<file path="src/rtl/regfile_wb_arbiter.sv">
// Write-port sequencer for the 32x32 register file: clears registers 1..NUM_REGS-1
// after reset or on request, then round-robin arbitrates two writeback requesters.
module regfile_wb_arbiter #(
  parameter int DATA_W   = 32,
  parameter int ADDR_W   = 5,
  parameter int NUM_REGS = 32
) (
  input  logic              clk,
  input  logic              rst_n,
  input  logic              init_start,
  output logic              init_busy,
  output logic              init_done,
  input  logic              req0_valid,
  output logic              req0_ready,
  input  logic [ADDR_W-1:0] req0_addr,
  input  logic [DATA_W-1:0] req0_data,
  input  logic              req1_valid,
  output logic              req1_ready,
  input  logic [ADDR_W-1:0] req1_addr,
  input  logic [DATA_W-1:0] req1_data,
  output logic              regfile_wren,
  output logic [ADDR_W-1:0] write_addr3,
  output logic [DATA_W-1:0] regfile_data_in3,
  output logic              grant_id
);

  typedef enum logic {S_INIT, S_RUN} state_t;

  state_t            state, state_next;
  logic [ADDR_W-1:0] cnt;
  logic              prio;
  logic              grant0, grant1;
  logic              last_clear;
  logic [ADDR_W-1:0] sel_addr;
  logic [DATA_W-1:0] sel_data;

  assign last_clear = (cnt == ADDR_W'(NUM_REGS - 1));
  assign sel_addr   = grant1 ? req1_addr : req0_addr;
  assign sel_data   = grant1 ? req1_data : req0_data;
  assign init_busy  = (state == S_INIT);
  assign req0_ready = grant0;
  assign req1_ready = grant1;

  // NOTE: every signal written here gets a default first, so no path can leave
  // one unassigned and infer a latch.
  always_comb begin
    state_next = state;
    grant0     = 1'b0;
    grant1     = 1'b0;
    case (state)
      S_INIT: if (last_clear) state_next = S_RUN;
      S_RUN: begin
        if (init_start) begin
          state_next = S_INIT;
        end else begin
          grant0 = req0_valid & (~req1_valid | ~prio);
          grant1 = req1_valid & (~req0_valid |  prio);
        end
      end
      default: state_next = S_INIT;
    endcase
  end

  // NOTE: sequential state uses non-blocking assignments so every register
  // samples the pre-edge values, independent of statement order.
  always_ff @(posedge clk or negedge rst_n) begin
    if (!rst_n) state <= S_INIT;
    else        state <= state_next;
  end

  always_ff @(posedge clk or negedge rst_n) begin
    if (!rst_n) begin
      cnt              <= ADDR_W'(1);
      prio             <= 1'b0;
      regfile_wren     <= 1'b0;
      write_addr3      <= '0;
      regfile_data_in3 <= '0;
      grant_id         <= 1'b0;
      init_done        <= 1'b0;
    end else begin
      regfile_wren <= 1'b0;
      init_done    <= 1'b0;
      if (state == S_INIT) begin
        regfile_wren     <= 1'b1;
        write_addr3      <= cnt;
        regfile_data_in3 <= '0;
        // Reload on the last clear so any later INIT entry starts at register 1.
        cnt              <= last_clear ? ADDR_W'(1) : cnt + 1'b1;
        init_done        <= last_clear;
      end else if (grant0 || grant1) begin
        prio     <= grant0;
        grant_id <= grant1;
        // Register 0 is hardwired zero: the transfer is consumed but never written.
        if (sel_addr != '0) begin
          regfile_wren     <= 1'b1;
          write_addr3      <= sel_addr;
          regfile_data_in3 <= sel_data;
        end
      end
    end
  end

endmodule

</file>
<file path="config.mk">
export PLATFORM = sky130hd
export DESIGN_NAME = regfile_wb_arbiter
export DESIGN_NICKNAME = d
export VERILOG_FILES = /design/src/rtl/regfile_wb_arbiter.sv
export SDC_FILE = /design/constraint.sdc
export NUM_CORES = 1
export LEC_CHECK = 0
export ABC_CLOCK_PERIOD_IN_PS = 2750
export CELL_PAD_IN_SITES_DETAIL_PLACEMENT = 0
export CELL_PAD_IN_SITES_GLOBAL_PLACEMENT = 1
export CORE_AREA = 3 3 92 94
export CTS_CLUSTER_DIAMETER = 30
export DETAILED_ROUTE_END_ITERATION = 6
export DIE_AREA = 0 0 95 97
export PLACE_DENSITY_LB_ADDON = 0.1
export SKIP_LAST_GASP = 1
export SLEW_MARGIN = 20
export SYNTH_ARGS = -nofsm -noshare
export SYNTH_HDL_FRONTEND = slang
export SYNTH_SLANG_ARGS = --single-unit
</file>
<file path="constraint.sdc">
create_clock -name clk -period 2.75 [get_ports clk]
set_clock_uncertainty 0.05 [all_clocks]
set_input_delay 0.55 -clock clk [delete_from_list [all_inputs] [get_ports clk]]
set_output_delay 0.55 -clock clk [all_outputs]
set_load 0.05 [all_outputs]
</file>
# After elaboration in Yosys (flattened, before gate mapping)
# Index checks and enable logic that the tools add are counted.
[op_classes] addsub=1 n_reduce_logical=4 mux=20 n_bitwise=8 eq_ne=3
[op_table] op="$mux 32" n=4
[op_table] op="$mux 5" n=5
[op_table] op="$mux 1" n=10
[op_table] op="$add 5x1->5 const B" n=1
[op_table] op="$eq 5x5->1 const B" n=1
[op_table] op="$reduce_bool 5->1" n=1
[op_table] op="$ne 2x1->1 const B" n=2
[op_table] op="$not 1->1" n=4
[op_table] op="$reduce_and 2->1" n=2
[op_table] op="$and 1x1->1" n=2
[op_table] op="$or 1x1->1" n=2
[op_table] op="$pmux 1 s2" n=1
[op_table] op="$logic_or 1x1->1" n=1
[totals] inputBits=79 ff_bits=47 wordCells=44 output_inout_bits=43

# Logic depth before layout (Yosys ltp)
# Gate-level depths: netlist of the first run.
[depth] ltp_word=10 ltp_mapped=7 depth_no_buf=6

# Worst setup path before layout of the first run
# OpenSTA, ideal clock, no wires.
[synth_path] kind="input -> output" startpoint="in init_start" endpoint="out req1_ready" t_required_ns=2.150 n_path_buf=1 cell_stages=4 setup_slack_ns=0.707 t_arrival_ns=1.443 cell_sequence="and2b_1 > nand3_2 > buf_2 > inv_1"
[synth_via] elab_chain_len=2
[synth_rtl] element="start, declared" line_no="10" rtl="input logic init_start,"
[synth_rtl] element="$mux 1" line_no="53" rtl="if (init_start) begin"
[synth_rtl] element="$mux 1" line_no="50" rtl="case (state)"
[synth_rtl] element="end, declared" line_no="18" rtl="output logic req1_ready,"
# Every way passes these cells.

# Final worst setup path of the first run
[layout_path] startpoint="reg state" endpoint="out req1_ready"
[layout_via] elab_chain_len=1
[layout_rtl] element="start, declared" line_no="29" rtl="state_t state, state_next;"
[layout_rtl] element="start signal, assigned" line_no="68" rtl="else state <= state_next;"
[layout_rtl] element="$mux 1" line_no="50"
# Every way passes these cells.

==> results of run 1 <==
==> metrics by stage <==
step                utilization  total power [mW]  setup slack (ps)
finish                    0.507              1.89               340
global route              0.507              2.00               214
CTS                       0.507              1.91               316
detailed placement        0.497              1.50               233
global placement          0.497              1.49               254
floorplan                     -              1.20               707
==> worst max-delay path, stage by stage (launching register included) <==
cell and delay [ps]:
dfrtp_1 740, and2b_1 250, nand3_2 190, inv_1 180, buf_12 150
==> layout by cell type, fill, tap and decap left out, types with 2 or more instances in the layout <==
cell type        count
dfrtp_1             46
mux2_2               2
ha_1                 2
o31ai_1              5
a211oi_1            15
mux2i_1             15
nand2_1             25
nor2_1              19
clkbuf_8             5
nor2_2               2
nor3_1               2
inv_1                4
a221o_2             17
o2bb2ai_1            4
nand3_1             17
or3_2                5
clkdlybuf4s50_1    117
buf_4               10
clkbuf_1             2
buf_12               4
nand3_2              2
o21ai_0             10
a21oi_1             18
nand2b_1             3
==> final cells by class <==
type	instances	area, µm²
multi-input combinational	178	1190
tap	102	128
timing repair buffer	132	1330
inverter	4	15.0
fill	725	3810
sequential	47	1180
clock buffer	7	76.3
clock inverter	1	5.00
==> cells by family after synthesis <==
group	count (synthesis)	synth area share
muxes	17	0.0699
adders and majority gates	2	0.0101
buffers and inverters	20	0.0420
DFF	47	0.477
AOI/OAI and AO/OA	75	0.232
and+or+nand+nor	84	0.170
==> state kept, by name, summed over array words and instances, names as in the netlist <==
name	count
regfile_wren	1
cnt	5
grant_id	1
regfile_data_in3	32
init_done	1
state	1
prio	1
write_addr3	5
==> layer usage <==
layer  GRT usage  up-vias
met5           0        -
met2       0.271       94
met3      0.0490        7
met4      0.0333        0
met1       0.218     1103
li1            -     1157
==> power by group <==
part | switching [mW] | leakage (nW) | internal, mW | total (mW)
registers | 0.0768 | 0.629 | 0.781 | 0.858
clock network | 0.229 | 0.0422 | 0.179 | 0.408
logic | 0.335 | 0.941 | 0.287 | 0.622
==> worst min-delay path by stage <==
stage,from,to,slack [ps],depth (start not counted)
detailed placement,grant_id,grant_id,410,2
CTS,rst_n,write_addr3[0],330,1
global placement,grant_id,grant_id,410,2
floorplan,rst_n,cnt[1],200,0
global route,rst_n,regfile_data_in3[5],360,1
finish,rst_n,regfile_data_in3[25],310,1
==> metrics, run 1 <==
status complete, no violations; CTS resizes 0; Min-Delay Path Class primary input to async pin; slew margin rel. 0.420; Final setup viols 0; average vias per placed instance 5.01; RSZ-0062 raised after global routing false; Die X roughly 95 µm; Leak Pwr roughly 1.6 nW; CTS buffer count 5; final hold vios 0; Initial Util 0.320; n_diodes 0; Mapped Area between 2000 and 2500 µm²; Worst Setup End Kind output pin; TritonRoute pass-1 iters 4; cell taking the most area after synthesis dfrtp_1; total global-route track usage 0.166; DRC 0; num rows 32; WL/cell about 16 µm; post-DP HPWL about 5.6 mm; top_reg_cell synth dfrtp_1; Seq/Total Area, Yosys 0.477; final setup TNS 0 ps; Syn Nets 326; Final Critical Period approximately 2400 ps; CP startpoint state; Yosys warnings 0; Top Layer Used met4; largest net degree at the start of global routing 37; Longest Clk Path Bufs 2; starting DRC count in detailed routing 58; initial antenna violation count 0; clock-pin slew on the worst setup and hold paths about 90 ps; # IOs roughly 120; top-count cell post-synth dfrtp_1; nets roughly 450; Worst Setup EP req1_ready; Area contributors post-synth dfrtp_1 47%, a221o_2 7.8%, mux2i_1 6.1%, a211oi_1 4.6%, nand2_1 3.8%; Hold-fix buffers, CTS 0; Layout area overhead 58.8%; Root Driver clkbuf_8; Syn Inst Count about 250; placed instance area ~3800 µm²; Pwr Density 481 nW/µm²; crit path launch type register; Reg-to-Reg End regfile_data_in3[7]; Synth top area share 0.466; final instance area between 3000 and 4000 µm²; Post-Layout Cell Count between 400 and 500; Worst-Margin Slew 869 ps; critical path type register to output pin; Core ar. a little under 8000 µm²; crit share post-route 0.876; vias in the first global route roughly 2400; total grt overflow 0; first-pass GRT wire length between 10 and 15 mm; VDD IR-drop max ~0.58 mV; htree depth 2; max-slew violations 0; ANT nets after route 0; port bufs around 120; flops & latches, synth 47; # Max-Cap Violations 0; Post-synth EDFFs 0; TritonCTS clock tree yes; Reg2Reg Depth 4; required time of the critical path around 2200 ps; die area ~9200 µm²; vias after detailed routing 2361; Die Span Y approximately 97 µm; synth cell count leaders 46 x dfrtp_1, 25 x nand2_1, 19 x nor2_1; wl on met1 3.22 mm; # clock sinks 47; Max Clk Rate roughly 410 MHz; worst reg2reg setup slack 500 ps; worst r2r src state; Placed Cells about 460; # Post-CTS Setup Buffers 0; clk_lat worst skew a little under 300 ps; mean post-synth cell area slightly above 10 µm²; asr flop ratio synth 1.00; routed wl met3 685 µm; WL met2 3.58 mm; Routed Wire Length roughly 7.5 mm; share of cells above drive strength 1 0.149; Worst Path Arrival 1810 ps; crit path max fanout 20; Distinct cells, synth 40; Hold WS about 310 ps; gp weighted congestion 0.723
Power figures use the tool's default switching activity.
==> run 2, diff against run 1 <==
Settings changed: GPL_TIMING_DRIVEN set to 0, SLEW_MARGIN 20 to 5.
==> metrics, run 2 (same netlist as run 1, synthesis figures left out) <==
Routed Wire Length about 7.6 mm; Die Span Y 97 µm; TritonCTS clock tree yes; num rows 32; Die X between 90 and 100 µm; GRT busiest layer met2; # Post-CTS Setup Buffers 0; crit share post-route 0.960; crit path max fanout 10; Max Clk Rate about 380 MHz; max-slew violations 0; DRC 0; die area roughly 9200 µm²; first-pass GRT wire length between 10 and 15 mm; crit path launch type primary input; clock-pin slew on the worst setup and hold paths 90 ps; htree depth 2; Worst Setup End Kind output pin; # Max-Cap Violations 0; # clock sinks 47; placed instance area around 3800 µm²; nets between 400 and 500; final instance area approximately 3900 µm²; Leak Pwr approximately 1.6 nW; vias after detailed routing approximately 2300; final hold vios 0; port bufs ~120; share of cells above drive strength 1 0.144; Layout area overhead 57.9%; leading cell types in the layout, fill and taps excluded 117 x clkdlybuf4s50_1, 46 x dfrtp_1, 25 x nand2_1, 19 x nor2_1, 18 x a21oi_1; status complete, no violations; Worst Path Arrival just over 2000 ps; n_diodes 0; initial antenna violation count 0; gp weighted congestion about 0.76; critical path type primary input to output pin; grt met2 use 0.274; Core ar. 7730 µm²; post-DP HPWL approximately 5.8 mm; vias in the first global route roughly 2400; clk_lat worst skew ~300 ps; Biggest register regfile_data_in3; Post-Layout Cell Count 477; # IOs around 120; required time of the critical path approximately 2200 ps; worst r2r src prio; grt met3 use 0.0443; Initial Util 0.320; largest net degree at the start of global routing 25; Longest Clk Path Bufs 2; Largest regs regfile_data_in3 x32, cnt x5, write_addr3 x5; total grt overflow 0; slew margin rel. 0.583; CP startpoint init_start; Final Critical Period roughly 2600 ps; ANT nets after route 0; average vias per placed instance roughly 4.9; Pwr Density 484 nW/µm²; RSZ-0062 raised after global routing true; Final setup viols 0; max reg flops 32; CTS buffer count 5; most common cell after layout, fill and taps aside clkdlybuf4s50_1; Root Driver clkbuf_8; number of fill cells in the layout ~750; Hold WS 182 ps; total power draw around 1.9 mW; TritonRoute pass-1 iters 4; Hold-fix buffers, CTS 0; Worst-Margin Slew approximately 620 ps; Min-Delay Path Class primary input to async pin; WL/cell about 16 µm; starting DRC count in detailed routing 65; Placed Cells between 400 and 500; total global-route track usage 0.170; VDD IR-drop max about 0.38 mV; met1 usage 0.229
[run 2: area by class of cell]
class,instances,area [µm²],area share
clock inverters,2,12.5,0.00321
multi-input cells,178,1190,0.305
well taps,102,128,0.0327
inverters,4,15.0,0.00385
clock buffers,6,72.6,0.0186
repair buffers,122,1210,0.312
flip-flops and latches,47,1180,0.302
plain buffers,16,91.3,0.0234
[run 2: final timing paths]
kind	end	slack, ps	cells after the start
setup reg to reg	regfile_data_in3[29]	620	6
min in group clk	grant_id	450	2
hold reg to reg	grant_id	450	2
hold / removal	regfile_data_in3[5]	180	1
max in group asynchronous	regfile_data_in3[12]	1930	2
setup / recovery	req1_ready	110	6
[run 2: metrics by stage]
step           setup WS, ps  utilization  TNS, ps
6_report                110        0.505        0
3_5_place_dp           -473        0.495     -607
2_1_floorplan           707            -        0
3_3_place_gp           -465        0.493   -20970
4_1_cts                -196        0.505     -196
5_1_grt               -20.7        0.505    -20.7
[run 2: routing by layer]
metal | share of wire | vias to the layer above
li1 | - | 1167
met1 | 0.44 | 1091
met2 | 0.47 | 87
met3 | 0.087 | 4
met4 | 0.0082 | 0
met5 | 0 | -
[run 2: power by group]
| group | switching, mW | internal, mW |
|---|---|---|
| Clock | 0.238 | 0.178 |
| Combinational | 0.343 | 0.280 |
| Sequential | 0.0658 | 0.781 |
[run 2: worst max-delay path, cell delays in order]
cell,delay (ps)
clkdlybuf4s50_1,450
and2b_1,270
nand3_2,170
clkbuf_4,270
inv_1,70
buf_2,250
[run 2: what timing repair did]
item,CTS,global route
endpoints found under the hold margin,0,0
endpoints found under the setup margin,3,2
resized for setup,3,6
==> run 3, diff against run 2 <==
Settings changed: CAP_MARGIN set to 20.
==> metrics, run 3 (same netlist as run 1, synthesis figures left out) <==
status complete, no violations; htree depth 2; Initial Util 0.320; Longest Clk Path Bufs 2; Leak Pwr around 1.6 nW; final instance area around 3900 µm²; largest net degree at the start of global routing 25; total global-route track usage 0.170; placed instance area 3820 µm²; vias after detailed routing 2349; Pwr Density approximately 480 nW/µm²; crit share post-route 0.960; crit path launch type primary input; starting DRC count in detailed routing 65; die area 9220 µm²; most common cell after layout, fill and taps aside clkdlybuf4s50_1; VDD IR-drop max between 0.3 and 0.4 mV; n_diodes 0; average vias per placed instance ~5; Biggest register regfile_data_in3; RSZ-0062 raised after global routing true; critical path type primary input to output pin; min setup slack post-route approximately 110 ps; WL/cell about 16 µm; Max Clk Rate about 380 MHz; initial antenna violation count 0; crit path max fanout 10; gp weighted congestion between 0.7 and 0.8; nets 455; CTS buffer count 5; Min-Delay Path Class primary input to async pin; ANT nets after route 0; Placed Cells around 470; Core ar. 7730 µm²; post-DP HPWL around 5.8 mm; final hold vios 0; max reg flops 32; Post-Layout Cell Count 477; total grt overflow 0; Final setup viols 0; share of cells above drive strength 1 0.144; Worst-Margin Slew roughly 620 ps; clock-pin slew on the worst setup and hold paths roughly 90 ps; Hold WS 182 ps; Die Span Y between 90 and 100 µm; Placement Setup Slack -473 ps; DRC 0; total power draw 1.89 mW; Reg2Reg Depth 6; leading cell types in the layout, fill and taps excluded 117 x clkdlybuf4s50_1, 46 x dfrtp_1, 25 x nand2_1, 19 x nor2_1, 18 x a21oi_1; Hold-fix buffers, CTS 0; clk_lat worst skew approximately 300 ps; # IOs 122; # clock sinks 47; # Max-Cap Violations 0; vias in the first global route approximately 2400; num rows 32; Final Critical Period roughly 2600 ps; slew margin rel. 0.583; Root Driver clkbuf_8; Layout area overhead 57.9%; first-pass GRT wire length around 13 mm; Worst Setup End Kind output pin; Worst Path Arrival 2040 ps; max-slew violations 0; TritonCTS clock tree yes; Routed Wire Length about 7.6 mm; port bufs 121; TritonRoute pass-1 iters 4; Die X between 90 and 100 µm; Largest regs regfile_data_in3 x32, cnt x5, write_addr3 x5; required time of the critical path about 2200 ps
==> run 3: path summary, 6_finish.rpt <==
| check | start | endpoint | slack [ps] |
|---|---|---|---|
| setup / recovery | init_start | req1_ready | 110 |
| hold / removal | rst_n | regfile_data_in3[5] | 180 |
| setup reg to reg | prio | regfile_data_in3[29] | 620 |
| hold reg to reg | grant_id | grant_id | 450 |
| max in group asynchronous | rst_n | regfile_data_in3[12] | 1930 |
| min in group clk | grant_id | grant_id | 450 |
==> run 3: cell type report <==
cell class	instances	area, µm²
multi-input combinational	178	1190
fill	748	3830
clock inverter	2	12.5
clock buffer	6	72.6
tap	102	128
sequential	47	1180
inverter	4	15.0
timing repair buffer	122	1210
buffer	16	91.3
==> run 3: per-stage QoR <==
stage                     utilization  setup TNS (ps)
final                           0.505               0
after global routing            0.505           -20.7
after CTS                       0.505            -196
after detailed placement        0.495            -607
after global placement          0.493          -20970
after floorplan                     -               0
==> run 3: layer usage <==
layer  routed length [µm]  part of all wire  GRT usage
met5                    0                 0          0
met4                   62            0.0082     0.0366
met3                  664             0.087     0.0443
met2                 3550              0.47      0.274
met1                 3310              0.44      0.229
==> run 3: critical path, stage by stage <==
cell             delay (ps)
clkdlybuf4s50_1         450
and2b_1                 270
nand3_2                 170
clkbuf_4                270
inv_1                    70
buf_2                   250
==> run 3: power breakdown <==
part	leakage [nW]	internal (mW)	switching [mW]
clock	0.0412	0.178	0.238
combinational	0.942	0.280	0.343
sequential	0.629	0.781	0.0658
==> run 3: timing repair <==
item,in CTS,in global routing
setup endpoints to repair,3,2
hold endpoints to repair,0,0
gates resized for setup,3,6
buffers inserted,0,0
cloned,0,0
